$ cat config.mk
export PLATFORM = sky130hd
export DESIGN_NAME = fetch_sequencer
export DESIGN_NICKNAME = d
export VERILOG_FILES = /design/src/rtl/fetch_sequencer.sv
export SDC_FILE = /design/constraint.sdc
export NUM_CORES = 1
export LEC_CHECK = 0
export CAP_MARGIN = 20
export CORE_ASPECT_RATIO = 0.9
export CORE_MARGIN = 2
export CORE_UTILIZATION = 37
export CTS_CLUSTER_SIZE = 30
export DETAILED_ROUTE_END_ITERATION = 16
export GPL_TIMING_DRIVEN = 0
export PLACE_DENSITY = 0.68
export SKIP_LAST_GASP = 1
export SLEW_MARGIN = 20
export SYNTH_ARGS = -nofsm -noshare
export SYNTH_HDL_FRONTEND = slang
export SYNTH_SLANG_ARGS = --single-unit
export TNS_END_PERCENT = 1
$ cat constraint.sdc
create_clock -name Clock -period 2.7 [get_ports Clock]
set_input_delay 0.405 -clock Clock [delete_from_list [all_inputs] [get_ports Clock]]
set_output_delay 0.405 -clock Clock [all_outputs]
set_load 0.005 [all_outputs]
$ cat src/rtl/fetch_sequencer.sv
// -----------------------------------------------------------------------------
// fetch_sequencer
//
// Program sequencer for the multicycle proc core. Owns the PC, fetches
// instruction words from a synchronous-read RAM, hands each instruction to the
// proc (proc_din / proc_run) and waits for proc_done before moving on. The
// single RAM port is shared between instruction fetch and the proc's ld/sd
// traffic. An instruction with opcode 4'b1111 stops the sequencer in HALT.
//
// Optional build macro: SINGLE_STEP_EN
//   When defined, an extra Step input is added. After every instruction the
//   sequencer parks in IDLE and runs exactly one further instruction per rising
//   edge of Step. Start is ignored in this build.
//
// Parameters
//   ADDR_W    RAM address width; the PC wraps modulo 2**ADDR_W (ADDR_W < 16)
//   RESET_PC  PC value loaded at reset
//
// Ports
//   Clock       in   system clock, all state on the rising edge
//   Resetn      in   asynchronous active-low reset
//   Start       in   level; the sequencer runs while high
//   Step        in   (SINGLE_STEP_EN only) one instruction per rising edge
//   mem_rdata   in   RAM read data, valid one cycle after mem_addr
//   mem_addr    out  RAM address (PC-derived, or proc address for ld/sd)
//   mem_wr      out  RAM write strobe (write data is the proc bus, external)
//   proc_addr   in   proc ADDR register
//   proc_store  in   proc store strobe
//   proc_done   in   proc Done
//   proc_run    out  proc Run
//   proc_din    out  instruction / immediate word to proc DIN
//   proc_mem    out  RAM data to the proc memory input (combinational)
//   pc          out  current PC
//   halted      out  high in HALT
// -----------------------------------------------------------------------------
module fetch_sequencer #(
    parameter int                ADDR_W   = 7,
    parameter logic [ADDR_W-1:0] RESET_PC = '0
) (
    input  logic              Clock,
    input  logic              Resetn,
    input  logic              Start,
`ifdef SINGLE_STEP_EN
    input  logic              Step,
`endif
    input  logic [15:0]       mem_rdata,
    output logic [ADDR_W-1:0] mem_addr,
    output logic              mem_wr,
    input  logic [15:0]       proc_addr,
    input  logic              proc_store,
    input  logic              proc_done,
    output logic              proc_run,
    output logic [15:0]       proc_din,
    output logic [15:0]       proc_mem,
    output logic [ADDR_W-1:0] pc,
    output logic              halted
);

    localparam logic [3:0] OP_MVI  = 4'b0001;
    localparam logic [3:0] OP_LD   = 4'b1000;
    localparam logic [3:0] OP_SD   = 4'b1001;
    localparam logic [3:0] OP_HALT = 4'b1111;

    typedef enum logic [2:0] {
        IDLE    = 3'd0,
        FETCH   = 3'd1,
        WAIT_RD = 3'd2,
        IMM_RD  = 3'd3,
        ISSUE   = 3'd4,
        EXEC    = 3'd5,
        HALT    = 3'd6
    } state_t;

    state_t            state_reg, state_next;
    logic [ADDR_W-1:0] pc_reg, pc_next;
    logic [15:0]       instr_reg, instr_next;
    logic [15:0]       imm_reg, imm_next;

    logic              is_mvi;
    logic              is_ldst;
    logic              is_sd;
    logic [ADDR_W-1:0] pc_plus1;
    logic              go;      // leave IDLE
    logic              resume;  // continue to FETCH after an instruction

    // Only the low ADDR_W bits of the proc address reach the RAM.
    logic unused_bits;

`ifdef SINGLE_STEP_EN
    logic step_prev_reg;

    always_ff @(posedge Clock or negedge Resetn) begin
        if (!Resetn) begin
            step_prev_reg <= 1'b0;
        end else begin
            step_prev_reg <= Step;
        end
    end

    assign go          = Step & ~step_prev_reg;
    assign resume      = 1'b0;   // always park in IDLE between instructions
    assign unused_bits = ^{proc_addr[15:ADDR_W], Start};
`else
    assign go          = Start;
    // Start is re-examined on the way back to FETCH; low means park in IDLE.
    assign resume      = Start;
    assign unused_bits = ^proc_addr[15:ADDR_W];
`endif

    assign is_mvi   = (instr_reg[3:0] == OP_MVI);
    assign is_sd    = (instr_reg[3:0] == OP_SD);
    assign is_ldst  = (instr_reg[3:0] == OP_LD) || is_sd;
    assign pc_plus1 = pc_reg + ADDR_W'(1);

    // State register
    always_ff @(posedge Clock or negedge Resetn) begin
        if (!Resetn) begin
            state_reg <= IDLE;
            pc_reg    <= RESET_PC;
            instr_reg <= '0;
            imm_reg   <= '0;
        end else begin
            state_reg <= state_next;
            pc_reg    <= pc_next;
            instr_reg <= instr_next;
            imm_reg   <= imm_next;
        end
    end

    // Next-state logic
    always_comb begin
        state_next = state_reg;
        pc_next    = pc_reg;
        instr_next = instr_reg;
        imm_next   = imm_reg;
        case (state_reg)
            IDLE: begin
                if (go) state_next = FETCH;
            end
            FETCH: begin
                state_next = WAIT_RD;
            end
            WAIT_RD: begin
                instr_next = mem_rdata;
                if (mem_rdata[3:0] == OP_HALT) begin
                    state_next = HALT;
                end else if (mem_rdata[3:0] == OP_MVI) begin
                    state_next = IMM_RD;
                end else begin
                    state_next = ISSUE;
                end
            end
            IMM_RD: begin
                imm_next   = mem_rdata;
                state_next = ISSUE;
            end
            ISSUE: begin
                state_next = EXEC;
            end
            EXEC: begin
                // No timeout: a proc that never signals Done holds us here.
                if (proc_done) begin
                    pc_next    = pc_reg + (is_mvi ? ADDR_W'(2) : ADDR_W'(1));
                    state_next = resume ? FETCH : IDLE;
                end
            end
            HALT: begin
                state_next = HALT;
            end
            default: begin
                state_next = IDLE;
            end
        endcase
    end

    // Outputs
    always_comb begin
        mem_addr = pc_reg;
        proc_din = '0;
        case (state_reg)
            WAIT_RD: begin
                // Start the immediate read as soon as the opcode is visible.
                if (mem_rdata[3:0] == OP_MVI) mem_addr = pc_plus1;
            end
            IMM_RD: begin
                mem_addr = pc_plus1;
            end
            ISSUE: begin
                proc_din = instr_reg;
            end
            EXEC: begin
                proc_din = is_mvi ? imm_reg : instr_reg;
                // The proc owns the RAM port for loads and stores.
                if (is_ldst) mem_addr = proc_addr[ADDR_W-1:0];
            end
            default: begin
                mem_addr = pc_reg;
            end
        endcase
    end

    assign proc_run = (state_reg == ISSUE) || (state_reg == EXEC);
    assign mem_wr   = proc_store && (state_reg == EXEC) && is_sd;
    assign proc_mem = mem_rdata;
    assign pc       = pc_reg;
    assign halted   = (state_reg == HALT);

endmodule

Yosys cells after proc, flatten, opt, wreduce, memory -nomap -nowiden
Cells that the tools add are included.

word-level totals
  register bits = 42
  input port bits = 37
  output and inout bits = 49
  logic and storage cells = 38

operators by class
  add/subtract/negate cells = 2
  equality and inequality tests = 13
  muxes and demuxes = 12
  reduce and logical (&&, ||, !) cells = 7

operators with widths
  kind                                                             count
  16-bit one-hot mux with 2 select lines                           1
  3-bit one-hot mux with 7 select lines                            1
  7-bit one-hot mux with 3 select lines                            1
  16-bit two-way mux                                               1
  7-bit two-way mux                                                2
  4-bit == test, second input constant                             3
  3-bit two-way mux                                                4
  3-bit == test, second input constant                             3
  4-bit by 1-bit == test with 1-bit output, second input constant  2
  7-bit by 1-bit adder with 7-bit output, second input constant    1
  7-bit by 2-bit adder with 7-bit output                           1
  3-bit by 2-bit == test with 1-bit output, second input constant  2
  2-bit inequality test, second input constant                     2
  2-bit AND reduction                                              2
  3-bit by 1-bit == test with 1-bit output, second input constant  1
  3-bit logical NOT                                                1
  1-bit logical AND                                                2
  1-bit logical OR                                                 2
  2-bit two-way mux                                                1
  1-bit two-way mux                                                1

Depth between registers and ports, before layout
  word-level depth = 4
  depth in mapped cells = 8
  depth with buffers taken out = 6

Worst setup path before layout
OpenSTA, ideal clock, no wires.

  path type = in2out
  from = input mem_rdata[1]
  to = output mem_addr[0]
  data arrival time = 1,457 ps
  required time = 2,295 ps
  slack = 838 ps
  stages = 5
  path buffers = 1
  cells stage by stage = nor4b_1 > o21ai_2 > buf_6 > a32o_1 > a221o_1

on the way
  word-level cells in the longest chain between the ends = 3

ends and longest elaborated chain
  what                                      RTL line  source
  start, declared                           46        input logic [15:0] mem_rdata,
  4-bit by 1-bit == test with 1-bit output  183       if (mem_rdata[3:0] == OP_MVI) mem_addr = pc_plus1;
  7-bit two-way mux                         183
  7-bit one-hot mux with 3 select lines     180       case (state_reg)
  end, declared                             47        output logic [ADDR_W-1:0] mem_addr,

Every way passes these cells.

Worst setup path in the final report
  from = register state_reg[1]
  to = output mem_addr[2]

on the way
  word-level cells in the longest chain between the ends = 2
  elaborated cells on any way between the ends = 4
  classes of those cells = 3 x eq/ne; 1 x mux

ends and longest elaborated chain
  what                                                                              RTL line  source
  start, declared                                                                   74        state_t state_reg, state_next;
  start signal, assigned                                                            123       state_reg <= state_next;
  3-bit == test / 3-bit by 2-bit == test with 1-bit output (equally long branches)  180
  7-bit one-hot mux with 3 select lines *                                           180

Mark *: on every way between the ends. The rest lies on a longest branch, timed or not.

==> summary.md <==
| Metric | Value |
|---|---|
| Number of global-route vias before repair | `1946` |
| Buf/Inv on CP | `3` |
| Ys Warns | `0` |
| Critical path class | `reg -> out` |
| Final core occ | `55.25%` |
| Drt wl/cell | `14.66 um` |
| Achievable Freq | `376.7 MHz` |
| Die height | `80.82 um` |
| Syn_nets | `270` |
| Number of diodes | `0` |
| Cells after Synth | `231` |
| Multi-input gate area | `1134 um2` |
| Status | `finished, final reports clean` |
| Crit path required time | `2300 ps` |
| Clock slew at reported path FFs | `80 ps` |
| Final period util | `98.32%` |
| Placed cell count | `395` |
| Most used DFF post-synth | `dfrtp_1` |
| EDFF count, synth | `0` |
| RSZ-0062 raised after global routing | `yes` |
| Seq/Total Area, Yosys | `43.32%` |
| CP Data Arrival Time | `2250 ps` |
| Post-synth ARST share | `100.0%` |
| Total grt overflow | `0` |
| Mapped Area | `2426 um2` |
| Row cnt | `27` |
| Reg area | `1054 um2` |
| Final Max Slew Viols | `0` |
| Detailed-route wire length | `5936 um` |
| Clk_skew | `8.536 ps` |
| CTS tree | `built` |
| Fillers | `583` |
| Worst-path fanout max | `8` |
| ANT nets after route | `0` |
| Final Wtd Congestion | `0.7676` |
| Critical Path Sink Type | `output pin` |
| Die ar. | `7222 um2` |
| Setup crit start kind | `flop` |
| CTS H-Tree Depth | `2` |
| Number of I/O pins | `86` |
| CP max stage delay | `460 ps` |
| Peak supply drop | `0.0005550 V` |
| All-layer global routing usage | `16.91%` |
| Commonest non-fill, non-tap cell in the layout | `clkdlybuf4s50_1` |
| Largest net degree at the start of global routing | `26` |
| Die Wd | `89.36 um` |
| CP delay by family, top | `buffers and inverters` |
| Post-CTS Hold Fix Bufs | `0` |
| Min cycle time layout | `2655 ps` |
| Final setup margin | `45.29 ps` |
| Power Dens Cells | `913.6 nW/um2` |
| Final setup violation count | `0` |
| Commonest cells after routing, fill and taps aside | `70 x clkdlybuf4s50_1, 40 x dfrtp_1, 31 x nand2_1` |
| Worst min path class | `in -> async` |
| Clk sinks | `42` |
| Final-report hold violation count | `0` |
| Core Area | `6216 um2` |
| Synth unique cells | `47` |
| Clock buffer depth | `2` |
| Residual DRC count | `0` |
| Initial Util | `39.03%` |
| NumNets Final | `357` |
| Post-DP HPWL | `4431 um` |
| Root buffer cell | `clkbuf_8` |
| Final setup TNS | `0 ps` |
| Register bit count reported by yosys | `42` |
| Num CTS Buffers | `5` |
| CP max stage cell | `clkdlybuf4s50_1` |
| Global-route wire length before repair | `9508 um` |
| Initial antenna violation count | `0` |
| CP cell instances | `nand2b_1, buf_6, inv_8, nand4_4, and2_4, a221o_1, clkdlybuf4s50_1` |
| TritonRoute pass-1 iters | `4` |
| Iteration-0 DRC Markers | `126` |
| Leak | `1.485 nW` |
| Slew margin rel. | `66.04%` |
| Pre-CTS WS | `-278.8 ps` |
| Layout cell share with drive strength beyond 1 | `26.42%` |
| Area Overhead vs Synth | `41.57%` |
| Actual slew at the worst max-slew pin | `509.4 ps` |
| Via count | `2006` |
| MaxCap Viol Count | `0` |
| Via density | `4.953` |
| Final Non-Filler Cells | `405` |
| Clk_lat worst skew | `290 ps` |
| Syn_area_per_cell | `10.50 um2` |
| PortBufs | `76` |
| Worst hold slack | `50.35 ps` |
## logic make-up (layout without fill, tap and decap cells)
group                      count (synthesis)  after routing  share of synthesized area [%]
and+or+nand+nor                           72             72                          16.04
DFF                                       42             42                          43.32
AOI/OAI and AO/OA                         40             40                          11.19
buffers and inverters                     35            122                          10.57
muxes                                     33             33                          15.32
xor gates and xnor gates                   7              7                          2.527
adders and majority gates                  2              2                          1.031
## Yosys cell counts, types with 2 or more instances
| library cell | number | area, um2 |
|---|---|---|
| dfrtp_1 | 42 | 1051 |
| nand2_1 | 31 | 116.4 |
| mux2_2 | 30 | 337.8 |
| buf_4 | 20 | 150.1 |
| a21oi_1 | 18 | 90.09 |
| nor2_1 | 11 | 41.29 |
| nand3_1 | 6 | 30.03 |
| xor2_1 | 6 | 52.55 |
| buf_6 | 5 | 56.30 |
| a221o_1 | 4 | 40.04 |
| buf_2 | 4 | 20.02 |
| nor2b_1 | 4 | 25.02 |
| o21ai_0 | 4 | 20.02 |
| inv_1 | 3 | 11.26 |
| mux2_1 | 3 | 33.78 |
| a32oi_1 | 2 | 17.52 |
| and3_1 | 2 | 12.51 |
| clkbuf_1 | 2 | 7.510 |
| ha_1 | 2 | 25.02 |
| nand2b_1 | 2 | 12.51 |
| o311ai_0 | 2 | 17.52 |
| o31ai_1 | 2 | 15.01 |
| or3_1 | 2 | 12.51 |
## routing by layer
metal,global-route usage [%],vias up,wire (um)
li1,-,974,-
met1,24.20,981,2748
met2,26.44,49,2921
met3,3.049,2,224
met4,4.328,0,40
met5,0,-,0
## layout make-up
class                      instances  area share (%)
clock inverter                     2          0.2914
clock buffer                       5           2.004
timing repair buffer              80           23.39
buffer                            31           6.812
multi-input combinational        154           33.01
tap                               87           3.169
sequential                        42           30.67
inverter                           4          0.6557
## worst register-to-register path: stages, from the launching register on
cell     delay, ps
dfrtp_2        440
nor4b_4        280
buf_4          150
buf_4          120
xor2_1         180
ha_1           170
a21oi_1         70
nor3b_1        290
xor2_1         190
## metrics by stage
| step | instance area, um2 | power (mW) |
|---|---|---|
| 3_3_place_gp | 3296 | 2.695 |
| 3_5_place_dp | 3311 | 2.750 |
| 5_1_grt | 3435 | 3.363 |
| 2_1_floorplan | 2426 | 2.040 |
| 4_1_cts | 3408 | 3.151 |
| 6_report | 3435 | 3.138 |
## what timing repair did
| action | CTS | global route |
|---|---|---|
| gates resized for setup | 4 | 6 |
| endpoints found under the setup margin | 19 | 18 |
| pin swaps | 2 | 0 |
| gates cloned | 0 | 0 |
| setup buffers | 2 | 1 |
## power by group
part	total [mW]	internal (mW)	switching [mW]
registers	1.14	0.927	0.216
clock network	0.384	0.174	0.211
logic	1.61	0.931	0.679
total	3.14	2.03	1.11
## path summary, 6_finish.rpt
| path | start | to | slack (ps) | depth (start not counted) |
|---|---|---|---|---|
| worst min register to register | instr_reg[5]$_DFFE_PN0P_ | instr_reg[5]$_DFFE_PN0P_ | 490 | 1 |
| min in group Clock | instr_reg[5]$_DFFE_PN0P_ | instr_reg[5]$_DFFE_PN0P_ | 490 | 1 |
| worst max register to register | instr_reg[2]$_DFFE_PN0P_ | pc[6]$_DFFE_PN0P_ | 730 | 8 |
| worst max-delay path | state_reg[1]$_DFFE_PN0P_ | mem_addr[2] | 50 | 7 |
| max in group asynchronous | Resetn | instr_reg[2]$_DFFE_PN0P_ | 2150 | 2 |
| worst min-delay path | Resetn | pc[6]$_DFFE_PN0P_ | 50 | 1 |
Note: power is estimated with default switching activity, not from simulation.
